===== config.mk =====
export PLATFORM = sky130hd
export DESIGN_NAME = hazard_ctrl
export DESIGN_NICKNAME = d
export VERILOG_FILES = /design/src/rtl/hazard_ctrl.sv
export SDC_FILE = /design/constraint.sdc
export NUM_CORES = 1
export LEC_CHECK = 0
export ABC_AREA = 1
export CELL_PAD_IN_SITES_DETAIL_PLACEMENT = 1
export CELL_PAD_IN_SITES_GLOBAL_PLACEMENT = 2
export CORE_ASPECT_RATIO = 0.8
export CORE_MARGIN = 4
export CORE_UTILIZATION = 34
export CTS_CLUSTER_DIAMETER = 50
export DETAILED_ROUTE_END_ITERATION = 6
export GPL_ROUTABILITY_DRIVEN = 0
export HOLD_SLACK_MARGIN = 0.05
export MAX_ROUTING_LAYER = met4
export PLACE_DENSITY_LB_ADDON = 0.1
export SLEW_MARGIN = 5
export SYNTH_ARGS = -nofsm -noshare
export SYNTH_HDL_FRONTEND = slang
export SYNTH_SLANG_ARGS = --single-unit

===== constraint.sdc =====
create_clock -name clk -period 9.8 [get_ports clk]
set_input_delay 2.45 -clock clk [delete_from_list [all_inputs] [get_ports clk]]
set_output_delay 2.45 -clock clk [all_outputs]
set_load 0.02 [all_outputs]

===== src/rtl/hazard_ctrl.sv =====
// Pipeline sequencing controller for the 5-stage MIPS core: tracks in-flight
// instructions in a shadow EX/MEM/WB pipeline and drives stalls, flushes and forwarding.
module hazard_ctrl #(
  parameter int CNT_W = 16
) (
  input  logic             clk,
  input  logic             rst,
  input  logic [3:0]       id_op_type,
  input  logic [4:0]       id_rs,
  input  logic [4:0]       id_rt,
  input  logic [4:0]       id_rd,
  input  logic             ex_branch_taken,
  input  logic             mem_busy,
  output logic             pc_en,
  output logic             if_id_en,
  output logic             if_id_flush,
  output logic             id_ex_bubble,
  output logic             pipe_en,
  output logic [1:0]       fwd_a,
  output logic [1:0]       fwd_b,
  output logic [CNT_W-1:0] stall_cnt,
  output logic [CNT_W-1:0] flush_cnt
);

  typedef enum logic [3:0] {
    OP_NOP = 4'd0, OP_ADD = 4'd1, OP_SUB = 4'd2, OP_AND = 4'd3, OP_OR = 4'd4,
    OP_SLT = 4'd5, OP_LW  = 4'd6, OP_SW  = 4'd7, OP_BEQ = 4'd8, OP_J   = 4'd9
  } op_e;

  typedef enum logic [2:0] {C_NORMAL, C_BUSY, C_BR, C_LU, C_JMP} cond_e;

  typedef struct packed {
    logic       valid;
    logic [3:0] op;
    logic [4:0] rs;
    logic [4:0] rt;
    logic [4:0] dest;
    logic       wr;
    logic       ld;
  } entry_t;

  function automatic logic uses_rs(input logic [3:0] op);
    return op inside {[OP_ADD:OP_BEQ]};
  endfunction

  function automatic logic uses_rt(input logic [3:0] op);
    return op inside {[OP_ADD:OP_SLT], OP_SW, OP_BEQ};
  endfunction

  // MEM wins over WB; a load in MEM has no result yet, so it never forwards from there.
  function automatic logic [1:0] fwd_sel(input logic [4:0] src, input logic used,
                                         input entry_t mem, input entry_t wb);
    if (!used)                                          return 2'b00;
    if (mem.valid && mem.wr && !mem.ld && mem.dest == src) return 2'b10;
    if (wb.valid && wb.wr && wb.dest == src)            return 2'b01;
    return 2'b00;
  endfunction

  entry_t ex_s, mem_s, wb_s;
  entry_t id_e;
  cond_e  cond;
  logic   br_hit, lu_hit;

  // NOTE: every signal written in always_comb gets a default first so no latch is inferred.
  always_comb begin
    id_e       = '0;
    id_e.valid = 1'b1;
    id_e.op    = id_op_type;
    id_e.rs    = id_rs;
    id_e.rt    = id_rt;
    id_e.ld    = (id_op_type == OP_LW);
    if (id_op_type inside {[OP_ADD:OP_SLT]}) id_e.dest = id_rd;
    else if (id_op_type == OP_LW)            id_e.dest = id_rt;
    id_e.wr = (id_op_type inside {[OP_ADD:OP_LW]}) && (id_e.dest != 5'd0);
  end

  assign br_hit = ex_s.valid && (ex_s.op == OP_BEQ) && ex_branch_taken;
  assign lu_hit = ex_s.valid && ex_s.ld && ex_s.wr &&
                  ((uses_rs(id_op_type) && ex_s.dest == id_rs) ||
                   (uses_rt(id_op_type) && ex_s.dest == id_rt));

  always_comb begin
    cond = C_NORMAL;
    if      (mem_busy)               cond = C_BUSY;
    else if (br_hit)                 cond = C_BR;
    else if (lu_hit)                 cond = C_LU;
    else if (id_op_type == OP_J)     cond = C_JMP;
  end

  always_comb begin
    pc_en        = 1'b0;
    if_id_en     = 1'b0;
    if_id_flush  = 1'b0;
    id_ex_bubble = 1'b0;
    pipe_en      = 1'b0;
    fwd_a        = 2'b00;
    fwd_b        = 2'b00;
    if (!rst) begin
      fwd_a = fwd_sel(ex_s.rs, ex_s.valid && uses_rs(ex_s.op), mem_s, wb_s);
      fwd_b = fwd_sel(ex_s.rt, ex_s.valid && uses_rt(ex_s.op), mem_s, wb_s);
      unique case (cond)
        C_BUSY: ;
        C_BR: begin
          pc_en = 1'b1; if_id_en = 1'b1; if_id_flush = 1'b1;
          id_ex_bubble = 1'b1; pipe_en = 1'b1;
        end
        C_LU: begin
          id_ex_bubble = 1'b1; pipe_en = 1'b1;
        end
        C_JMP: begin
          pc_en = 1'b1; if_id_en = 1'b1; if_id_flush = 1'b1; pipe_en = 1'b1;
        end
        default: begin
          pc_en = 1'b1; if_id_en = 1'b1; pipe_en = 1'b1;
        end
      endcase
    end
  end

  // NOTE: state registers use non-blocking assignments so all stages shift on the same edge.
  always_ff @(posedge clk or posedge rst) begin
    if (rst) begin
      ex_s      <= '0;
      mem_s     <= '0;
      wb_s      <= '0;
      stall_cnt <= '0;
      flush_cnt <= '0;
    end else begin
      if (pipe_en) begin
        wb_s  <= mem_s;
        mem_s <= ex_s;
        ex_s  <= (cond == C_BR || cond == C_LU) ? entry_t'('0) : id_e;
      end
      if ((cond == C_BUSY || cond == C_LU) && stall_cnt != '1)
        stall_cnt <= stall_cnt + CNT_W'(1);
      if ((cond == C_BR || cond == C_JMP) && flush_cnt != '1)
        flush_cnt <= flush_cnt + CNT_W'(1);
    end
  end

endmodule


==> summary.txt <==
Logic synthesis
  • Count of state elements after synthesis: ~70
  • Synth Instances: 512
  • Syn Area/Cell: 7.86 µm²
  • Seq/Total Area, Yosys: 42.9%
  • Synth Flop Type: dfrtp_1
  • Synth cell types: 38
  • Mapped Area: 4020 µm²
  • Post-synth EDFFs: 0
  • Post-synth ARST share: 100%
  • Syn Nets: 537
  • Synth warnings: 0

Power
  • Pwr dens: roughly 200 nW/µm²
  • VDD IR-drop max: 0.131 mV
  • LEAKAGE: roughly 2.3 nW

Detailed routing
  • DRC: 0
  • DRT iter0 DRCs: 262
  • Final WL: 12.5 mm
  • DRT Pass-1 Iters: 4
  • Wire per inst: 17.2 µm
  • Vias: 3762
  • Via-to-Cell Ratio: 5.19
  • Remaining antenna violation count: 0

CTS
  • Post-CTS Setup Repair Bufs: 0
  • CTS Hold Bufs: 0
  • Resized Gates After CTS: 0
  • Clk pin slew, worst setup/hold paths: 60 ps
  • Clock net sink count: around 70
  • CTS Buf Count: 9
  • H-tree levels: 3
  • Clock tree buffer depth: 2
  • Root Buffer: clkbuf_16
  • TritonCTS clock tree: done
  • Worst-skew pair later-pin latency: between 300 and 400 ps

Setup path
  • Crit path cell chain: clkdlybuf4s50_1 > nor2_2 > nand3_1 > nand3_1 > nand3_1 > nand2_2 > nand2_2 > nand2_1 > nand2_4 > nor2_1 > clkdlybuf4s50_1
  • CP Max Fanout: 9
  • Worst endpoint required time: 7350 ps
  • Crit. End Element: output port
  • CP max stage delay: 650 ps
  • CP Class: input port to output port
  • Worst setup SP type: input port
  • Critical path's top delay family: simple AND/OR/NAND/NOR gates
  • Signal arrival time at the worst endpoint: around 4700 ps
  • Most used cell, CP: nand3_1
  • Critical path's slowest cell: clkdlybuf4s50_1
  • Buf/Inv on CP: 2

Timing
  • Min Tclk post-route: about 7200 ps
  • Relative slew slack: 38.9%
  • Fin Clk Skew: 7.51 ps
  • Max Fclk: 139 MHz
  • TNS Setup: 0 ps
  • Period Utilization, post-route: 73.2%
  • Worst-margin pin slew: about 920 ps
  • Final setup violating endpoints: 0
  • RSZ-0062 raised after global routing: no
  • Final Hold Viols: 0
  • Fin. max-slew vios: 0

Finish
  • Area Growth Syn to Fin: 28.3%
  • Nets: roughly 600
  • Ratio of cells with drive above 1 in the final layout: 6.93%
  • Design area: 5160 µm²
  • Number of diodes: 0

Die
  • Initial core utilization: 34.8%
  • IO Count: between 60 and 70
  • Die ar.: 13600 µm²
  • Die height: 105 µm
  • Core area: 11600 µm²
  • Die Width: 130 µm
  • Row cnt: 35

Placed design
  • Post-DP HPWL: 9.10 mm
  • Placed cell areas: 4760 µm²
  • I/O Buffers: 63

Global routing
  • Gr ovfl total: 0
  • Initial antenna violation count: 0
  • First-pass GRT wire length: about 20 mm
  • GRT Overall Usage: 19.6%
  • Vias in the first global route: between 3000 and 4000
  • Largest net degree at the start of global routing: 70

Min path
  • Worst min-delay path class: flip-flop to flip-flop

Run status
  • Status: finished, final reports clean

Flow run
  • Max Cap Viol: 0
==> flip-flops by register name, summed over array words and instances (netlist names) <==
| signal | count |
|---|---|
| stall_cnt | 16 |
| ex_s | 22 |
| flush_cnt | 16 |
| wb_s | 7 |
| mem_s | 8 |
==> cell families after synthesis <==
| group | synth area share [%] |
|---|---|
| adder cells (fa/ha/maj) | 0.622 |
| XOR/XNOR | 8.06 |
| flip-flops | 42.9 |
| AO/OA/AOI/OAI | 11.2 |
| AND/OR/NAND/NOR | 28.5 |
| buffers and inverters | 8.65 |
==> cells in the final DEF, fill, tap and decap left out, types with 3 or more instances in the layout <==
cell type	count
a21oi_1	6
inv_1	61
nand4_1	23
dfrtp_1	69
xnor2_1	17
clkdlybuf4s50_1	63
nand2_2	4
clkbuf_16	9
o22ai_2	3
xor2_1	20
nand2_1	131
o21ai_1	4
o22ai_1	18
nand3_1	32
o2111ai_1	3
nor3_1	15
o21ai_0	37
inv_2	3
bufinv_16	5
nand3_2	3
nor2_1	25
==> final timing paths <==
path | from | slack [ps] | cells after the start | end
worst min-delay path | mem_s[4]$_DFFE_PP0P_ | 490 | 2 | wb_s[4]$_DFFE_PP0P_
max in group asynchronous | rst | 6070 | 3 | ex_s[15]$_DFFE_PP0P_
worst max register to register | flush_cnt[0]$_DFFE_PP0P_ | 7660 | 9 | flush_cnt[7]$_DFFE_PP0P_
worst max-delay path | id_op_type[2] | 2620 | 11 | id_ex_bubble
worst min register to register | mem_s[4]$_DFFE_PP0P_ | 490 | 2 | wb_s[4]$_DFFE_PP0P_
min in group asynchronous | rst | 3130 | 3 | mem_s[6]$_DFFE_PP0P_
==> power breakdown <==
part	leakage (nW)	internal [mW]	total, mW	switching (mW)
Combinational	1.23	0.0918	0.216	0.125
Sequential	0.900	0.324	0.374	0.0496
Clock	0.189	0.307	0.438	0.131
==> metrics by stage <==
step	utilization, %	instances	setup WS [ps]	hold slack, ps	power (mW)
global route	44.6	725	2420	542	1.08
detailed placement	41.2	709	2660	488	0.596
CTS	44.6	725	2630	493	1.04
global placement	41.2	709	2660	459	0.590
finish	44.6	725	2620	487	1.03
floorplan	-	512	2480	453	0.500
==> synth_stat cells, types with 6 or more instances <==
master      n  area, µm²
nand4_1    23        144
nand3_1    32        160
nor2_1     26       97.6
o21ai_0    37        185
nor3_1     15       75.1
nand2_1   131        492
o22ai_1    18        113
inv_1      62        233
dfrtp_1    69       1730
clkbuf_1    7       26.3
xnor2_1    17        149
a21oi_1     6       30.0
xor2_1     20        175
==> worst register-to-register path: stages, from the launching register on <==
cell and delay [ps]:
dfrtp_1 440, ha_1 250, nand3_1 160, nor2_2 160
nand3_2 130, nor3_4 180, nand4_4 280, nand3_4 310
nand2_1 100, nand2_1 70
==> area by class of cell <==
type	count	area [µm²]
clock buffers	10	239
flip-flops and latches	69	1730
inverters	66	250
clock inverters	6	158
well taps	148	185
repair buffers	65	646
fillers	1428	6400
multi-input cells	361	1960
==> layer usage <==
metal  GRT usage (%)  routed length (µm)  vias up
met5               -                   0        -
met4            4.90                 132        0
met3            4.10                 658       12
met2            27.2                5470       85
met1            29.0                6240     1848
li1                -                   -     1817
Power figures use the tool's default switching activity.
